--- config.mk ---
export PLATFORM = sky130hd
export DESIGN_NAME = uart_tx_piso_flat
export DESIGN_NICKNAME = d
export VERILOG_FILES = /design/src/rtl/uart_tx_piso_if.sv /design/src/rtl/uart_tx_piso.sv /design/src/flat_wrapper.sv
export SDC_FILE = /design/constraint.sdc
export NUM_CORES = 1
export LEC_CHECK = 0
export CAP_MARGIN = 10
export CORE_MARGIN = 4
export CORE_UTILIZATION = 54
export DETAILED_ROUTE_END_ITERATION = 12
export PLACE_DENSITY_LB_ADDON = 0.08
export RECOVER_POWER = 100
export SKIP_CTS_REPAIR_TIMING = 1
export SYNTH_ARGS = -nofsm -noshare
export SYNTH_HDL_FRONTEND = slang
export SYNTH_SLANG_ARGS = --single-unit
--- constraint.sdc ---
create_clock -name sys_clk -period 2.34 [get_ports sys_clk]
set_input_delay 0.468 -clock sys_clk [delete_from_list [all_inputs] [get_ports sys_clk]]
set_output_delay 0.468 -clock sys_clk [all_outputs]
set_load 0.02 [all_outputs]
--- src/rtl/uart_tx_piso_if.sv ---
// Signal bundle between an external UART TX controller and the uart_tx_piso datapath.
// The controller side (master) drives load/shift/even_odd/p_data_in.
// The datapath side (slave) returns the baud tick, the parity bit, the empty flag and the line.
interface uart_tx_piso_if;
    logic       load;
    logic       shift;
    logic       even_odd;
    logic [7:0] p_data_in;
    logic       baud_tick;
    logic       parity_bit;
    logic       tx_empty;
    logic       serial_out;

    modport master (
        output load,
        output shift,
        output even_odd,
        output p_data_in,
        input  baud_tick,
        input  parity_bit,
        input  tx_empty,
        input  serial_out
    );

    modport slave (
        input  load,
        input  shift,
        input  even_odd,
        input  p_data_in,
        output baud_tick,
        output parity_bit,
        output tx_empty,
        output serial_out
    );
endinterface

--- src/rtl/uart_tx_piso.sv ---
// UART transmit datapath: free-running baud divider, parity generator and
// parallel-in/serial-out frame register, all clocked by sys_clk.
// An external FSM issues load/shift; every register update is qualified by baud_tick,
// so each serial bit is held for exactly DIV sys_clk cycles. Bits leave LSB first.
// Build option: define PISO_PARITY_EN for an 11-bit frame {stop, parity, data, start};
// leave it undefined for a 10-bit frame {stop, data, start}. parity_bit is driven either way.
module uart_tx_piso #(
    parameter int CLK_FREQ  = 50_000_000,
    parameter int BAUD_RATE = 115200,
    parameter int DIV       = CLK_FREQ / BAUD_RATE
) (
    input  logic          sys_clk,
    input  logic          rst_n,
    uart_tx_piso_if.slave bus
);

`ifdef PISO_PARITY_EN
    localparam int FRAME_LEN = 11;
`else
    localparam int FRAME_LEN = 10;
`endif

    localparam int                 CNT_W    = (DIV > 1) ? $clog2(DIV) : 1;
    localparam int                 BIT_W    = $clog2(FRAME_LEN + 1);
    localparam logic [CNT_W-1:0]   CNT_LAST = CNT_W'(DIV - 1);
    localparam logic [BIT_W-1:0]   BIT_FULL = BIT_W'(FRAME_LEN);

    // Baud divider state
    logic [CNT_W-1:0]     baud_cnt_reg;
    logic [CNT_W-1:0]     baud_cnt_next;
    logic                 baud_tick_reg;
    logic                 baud_tick_next;

    // Frame state
    logic [FRAME_LEN-1:0] frame_reg;
    logic [FRAME_LEN-1:0] frame_next;
    logic [BIT_W-1:0]     bit_cnt_reg;
    logic [BIT_W-1:0]     bit_cnt_next;
    logic                 serial_reg;
    logic                 serial_next;

    // Derived frame values
    logic                 parity_bit;
    logic [FRAME_LEN-1:0] load_frame;
    logic [FRAME_LEN-1:0] shifted_frame;

    // Divider next state; the tick is registered from the next count so it is high
    // exactly while the count sits at DIV-1, without decode glitches on the output.
    always_comb begin
        baud_cnt_next  = baud_cnt_reg;
        baud_tick_next = 1'b0;
        if (baud_cnt_reg == CNT_LAST) begin
            baud_cnt_next = '0;
        end else begin
            baud_cnt_next = baud_cnt_reg + 1'b1;
        end
        baud_tick_next = (baud_cnt_next == CNT_LAST);
    end

    // Divider registers; free-running from reset release
    always_ff @(posedge sys_clk or negedge rst_n) begin
        if (!rst_n) begin
            baud_cnt_reg  <= '0;
            baud_tick_reg <= 1'b0;
        end else begin
            baud_cnt_reg  <= baud_cnt_next;
            baud_tick_reg <= baud_tick_next;
        end
    end

    // Parity follows p_data_in directly; 1 selects even parity, 0 selects odd
    assign parity_bit = bus.even_odd ? (^bus.p_data_in) : (~^bus.p_data_in);

`ifdef PISO_PARITY_EN
    assign load_frame = {1'b1, parity_bit, bus.p_data_in, 1'b0};
`else
    assign load_frame = {1'b1, bus.p_data_in, 1'b0};
`endif

    // Frame shifted right by one with an idle '1' filling from the top
    generate
        for (genvar gi = 0; gi < FRAME_LEN - 1; gi++) begin : g_shift
            assign shifted_frame[gi] = frame_reg[gi + 1];
        end
    endgenerate
    assign shifted_frame[FRAME_LEN-1] = 1'b1;

    // Frame next state: load wins over shift; nothing moves between ticks.
    // A load during a frame simply restarts it; the line keeps its current level
    // until the first shift puts the start bit out.
    always_comb begin
        frame_next   = frame_reg;
        bit_cnt_next = bit_cnt_reg;
        serial_next  = serial_reg;
        if (baud_tick_reg) begin
            if (bus.load) begin
                frame_next   = load_frame;
                bit_cnt_next = BIT_FULL;
            end else if (bus.shift) begin
                if (bit_cnt_reg != '0) begin
                    serial_next  = frame_reg[0];
                    frame_next   = shifted_frame;
                    bit_cnt_next = bit_cnt_reg - 1'b1;
                end else begin
                    serial_next  = 1'b1;
                end
            end
        end
    end

    // Frame registers; reset aborts any frame and returns the line to idle high
    always_ff @(posedge sys_clk or negedge rst_n) begin
        if (!rst_n) begin
            frame_reg   <= '1;
            bit_cnt_reg <= '0;
            serial_reg  <= 1'b1;
        end else begin
            frame_reg   <= frame_next;
            bit_cnt_reg <= bit_cnt_next;
            serial_reg  <= serial_next;
        end
    end

    assign bus.baud_tick  = baud_tick_reg;
    assign bus.parity_bit = parity_bit;
    assign bus.tx_empty   = (bit_cnt_reg == '0);
    assign bus.serial_out = serial_reg;

endmodule

--- src/flat_wrapper.sv ---
// flat-port wrapper written by rule: the top's interface ports become plain ports
module uart_tx_piso_flat 
#(
    parameter int CLK_FREQ  = 50_000_000,
    parameter int BAUD_RATE = 115200,
    parameter int DIV       = CLK_FREQ / BAUD_RATE
)
  (sys_clk, rst_n, bus_load, bus_shift, bus_even_odd, bus_p_data_in, bus_baud_tick, bus_parity_bit, bus_tx_empty, bus_serial_out);
  uart_tx_piso_if bus_i ();
  input  logic sys_clk;
  input  logic rst_n;
  input wire logic [$bits(bus_i.load)-1:0] bus_load;
  input wire logic [$bits(bus_i.shift)-1:0] bus_shift;
  input wire logic [$bits(bus_i.even_odd)-1:0] bus_even_odd;
  input wire logic [$bits(bus_i.p_data_in)-1:0] bus_p_data_in;
  output wire logic [$bits(bus_i.baud_tick)-1:0] bus_baud_tick;
  output wire logic [$bits(bus_i.parity_bit)-1:0] bus_parity_bit;
  output wire logic [$bits(bus_i.tx_empty)-1:0] bus_tx_empty;
  output wire logic [$bits(bus_i.serial_out)-1:0] bus_serial_out;
  assign bus_i.load = bus_load;
  assign bus_i.shift = bus_shift;
  assign bus_i.even_odd = bus_even_odd;
  assign bus_i.p_data_in = bus_p_data_in;
  assign bus_baud_tick = bus_i.baud_tick;
  assign bus_parity_bit = bus_i.parity_bit;
  assign bus_tx_empty = bus_i.tx_empty;
  assign bus_serial_out = bus_i.serial_out;
  uart_tx_piso #(.CLK_FREQ(CLK_FREQ), .BAUD_RATE(BAUD_RATE), .DIV(DIV)) u_core (.sys_clk(sys_clk), .rst_n(rst_n), .bus(bus_i));
endmodule
==> run_results.csv <==
group,metric,value,unit
setup_path,cpPeakStageDelay,0.45,ns
setup_path,cp_data_required_time,1.87,ns
cts,clk_pin_slew_worst_paths,0.14,ns
sta,finalCriticalPeriod,2.23,ns
cells_and_area,fillers,196,
cts,clock_path_buffers,2,
setup_path,slowest_stage,"clkdlybuf4s50_1",
sta,finClkSkew,0.0104,ns
setup_path,worst_path_most_repeated_cell,"xnor2_1",
job,max_cap_viol_count,0,
floorplan,start_util,58.9,%
cells_and_area,multi_input_area,661,sq um
power,finalPower,0.849,mW
place,gp_congestion,0.816,
setup_path,critPathTopFamily,"XOR/XNOR gates",
sta,slew_headroom,16.3,%
cells_and_area,area_growth,16.4,%
sta,finalHoldViolCount,0,
setup_path,crit_arrival,1.76,ns
sta,max_freq,449,MHz
cts,clock_sinks,24,
detailed_routing,ant_nets,0,
cells_and_area,mostFrequentLayoutCell,"dfrtp_1",
sta,hold_ws,0.475,ns
sta,rsz0062_at_grt,"no",
logic_synthesis,yosysUniqueCellTypes,38,
setup_path,critical_path.cell_chain,"clkdlybuf4s50_1 -> xnor2_1 -> xnor2_1 -> xnor2_1 -> xnor2_1 -> clkbuf_2",
setup_path,cp-end-kind,"output port",
sta,tightestPinTransition,1.26,ns
logic_synthesis,synthTopCellsByArea,"dfrtp_1 26%, dfstp_2 19%, xnor2_1 6.4%",
detailed_routing,routed_via_density,5.61,
logic_synthesis,yosysTopAreaCell,"dfrtp_1",
place,port_buffers,16,
cts,numCtsBuffers,3,
logic_synthesis,ys_ff_latch,24,
logic_synthesis,synth_nets,140,
floorplan,die_x,58.3,um
floorplan,ios,17,
global_route,grt_pass1_vias,1054,
detailed_routing,drc,0,
cells_and_area,fin_nets,164,
sta,setup_viol,0,
global_route,antenna_found_initial,0,
logic_synthesis,synthFlopType,"dfrtp_1",
cts,htree_levels,1,
cells_and_area,antenna_cells,0,
global_route,track_usage,17.5,%
detailed_routing,vias,981,
logic_synthesis,yosysSeqAreaShare,44.9,%
power,power_density,534,nW/um^2
cts,clk_latency,0.32,ns
cts,root_buffer,"clkbuf_4",
hold_path,hold_path_class,"reg2reg",
logic_synthesis,syn_area,1370,sq um
cts,cts_tree,"done",
run_status,status,"completed",
setup_path,cp-start-kind,"input port",
logic_synthesis,synth_top_area_share,25.6,%
power,power.leakage,0.674,nW
logic_synthesis,syn_area_per_cell,11.0,sq um
power,vdd_ir_drop_max,0.462,mV
cells_and_area,stdcell_count,175,
cells_and_area,final_layout_size_suffix_gt1_share,21.1,%
place,placed_area,1590,sq um
sta,min_period_over_period,95.1,%
logic_synthesis,synthCells,124,
global_route,grt_overflow,0,
global_route,grt_max_degree,25,
logic_synthesis,async_reset_ff_share,100,%
logic_synthesis,synth_edf_count,0,
floorplan,die_y,58.3,um
cells_and_area,final_area,1590,sq um
global_route,grt_pass1_wl,4620,um
detailed_routing,drtPass1Iterations,4,
setup_path,path_class,"in2out",
floorplan,rows,17,
floorplan,fp.coreArea,2320,sq um
cells_and_area,layout.cells.most_common_list,"14 x dfrtp_1, 11 x clkdlybuf4s50_1, 10 x xnor2_1, 10 x dfstp_2, 9 x inv_1",
detailed_routing,wl,2590,um
sta,finalMaxSlewViolations,0,
place,dp_hpwl,1990,um
place,place_inst,171,
setup_path,critPathMaxFanout,2,
setup_path,critical_path_buf_inv_count,2,
detailed_routing,wire_per_inst,14.8,um
detailed_routing,initialDrtViolationCount,25,
logic_synthesis,yosys_warnings,0,
floorplan,dieArea,3400,sq um
cells_and_area,seqCellArea,613,sq um
[routing by layer]
layer | global-route usage [%] | vias up | share of wire, %
li1 | - | 484 | -
met1 | 19.6 | 472 | 43
met2 | 30.8 | 21 | 50
met3 | 5.92 | 4 | 5.9
met4 | 5.96 | 0 | 1.1
met5 | 0 | - | 0
[Yosys cell counts, drive strengths merged, types with 3 or more instances]
| master | count |
|---|---|
| nor3 | 4 |
| dfstp | 10 |
| nor2b | 3 |
| nor2 | 8 |
| xnor2 | 10 |
| dfrtp | 14 |
| a31o | 3 |
| ha | 3 |
| o21ai | 6 |
| nand2 | 5 |
| and3 | 3 |
| inv | 9 |
| mux2 | 12 |
| nand3 | 3 |
[worst reg2reg max path: cells and delay by family (launching register included)]
kind | cells | cell delay, ns
AND/OR/NAND/NOR | 2 | 0.54
adder cells (fa/ha/maj) | 1 | 0.16
multiplexers | 1 | 0.34
flip-flops | 1 | 0.43
buffers and inverters | 2 | 0.26
AO/OA/AOI/OAI | 1 | 0.28
[worst paths after layout]
kind                                              startpoint  cells past startpoint                                 to  slack [ns]
max in group asynchronous                              rst_n                      2  u_core.bit_cnt_reg[0]$_DFFE_PN0P_        0.69
hold / removal               u_core.frame_reg[0]$_DFFE_PN1P_                      2  u_core.bus.serial_out$_DFFE_PN1P_        0.47
setup / recovery                            bus_p_data_in[1]                      6                     bus_parity_bit        0.11
setup reg to reg           u_core.bit_cnt_reg[1]$_DFFE_PN0P_                      7    u_core.frame_reg[4]$_DFFE_PN1P_        0.26
hold reg to reg              u_core.frame_reg[0]$_DFFE_PN1P_                      2  u_core.bus.serial_out$_DFFE_PN1P_        0.47
min in group asynchronous                              rst_n                      2   u_core.baud_cnt_reg[8]$_DFF_PN0_        0.92
[cells by family (layout without fill, tap and decap cells)]
| logic type | Yosys count | in the layout | synth area share [%] |
|---|---|---|---|
| and+or+nand+nor | 41 | 41 | 17.9 |
| AOI/OAI and AO/OA | 18 | 18 | 9.62 |
| xor gates and xnor gates | 12 | 12 | 7.69 |
| muxes | 14 | 14 | 12.7 |
| buffers and inverters | 12 | 35 | 4.40 |
| adders and majority gates | 3 | 3 | 2.75 |
| DFF | 24 | 24 | 44.9 |
[report_power, final]
part	switching, mW	internal [mW]
logic	0.0538	0.0620
registers	0.00413	0.429
clock network	0.127	0.173
[area by class of cell]
| type | count | share of cell area [%] |
|---|---|---|
| clock buffers | 3 | 1.42 |
| flip-flops and latches | 24 | 38.6 |
| clock inverters | 1 | 1.89 |
| multi-input cells | 88 | 41.5 |
| well taps | 28 | 2.20 |
| inverters | 9 | 2.12 |
| repair buffers | 22 | 12.3 |
[stage by stage]
stage                     setup TNS (ns)  utilization (%)  setup slack, ns
final                                  0             68.6            0.115
after global routing                   0             68.6           0.0129
after CTS                         -0.576             71.0           -0.329
after global placement            -0.293             68.7           -0.293
after floorplan                        0                -            0.602
after detailed placement          -0.312             68.7           -0.312
No activity file was read; power rests on OpenSTA's default activity.
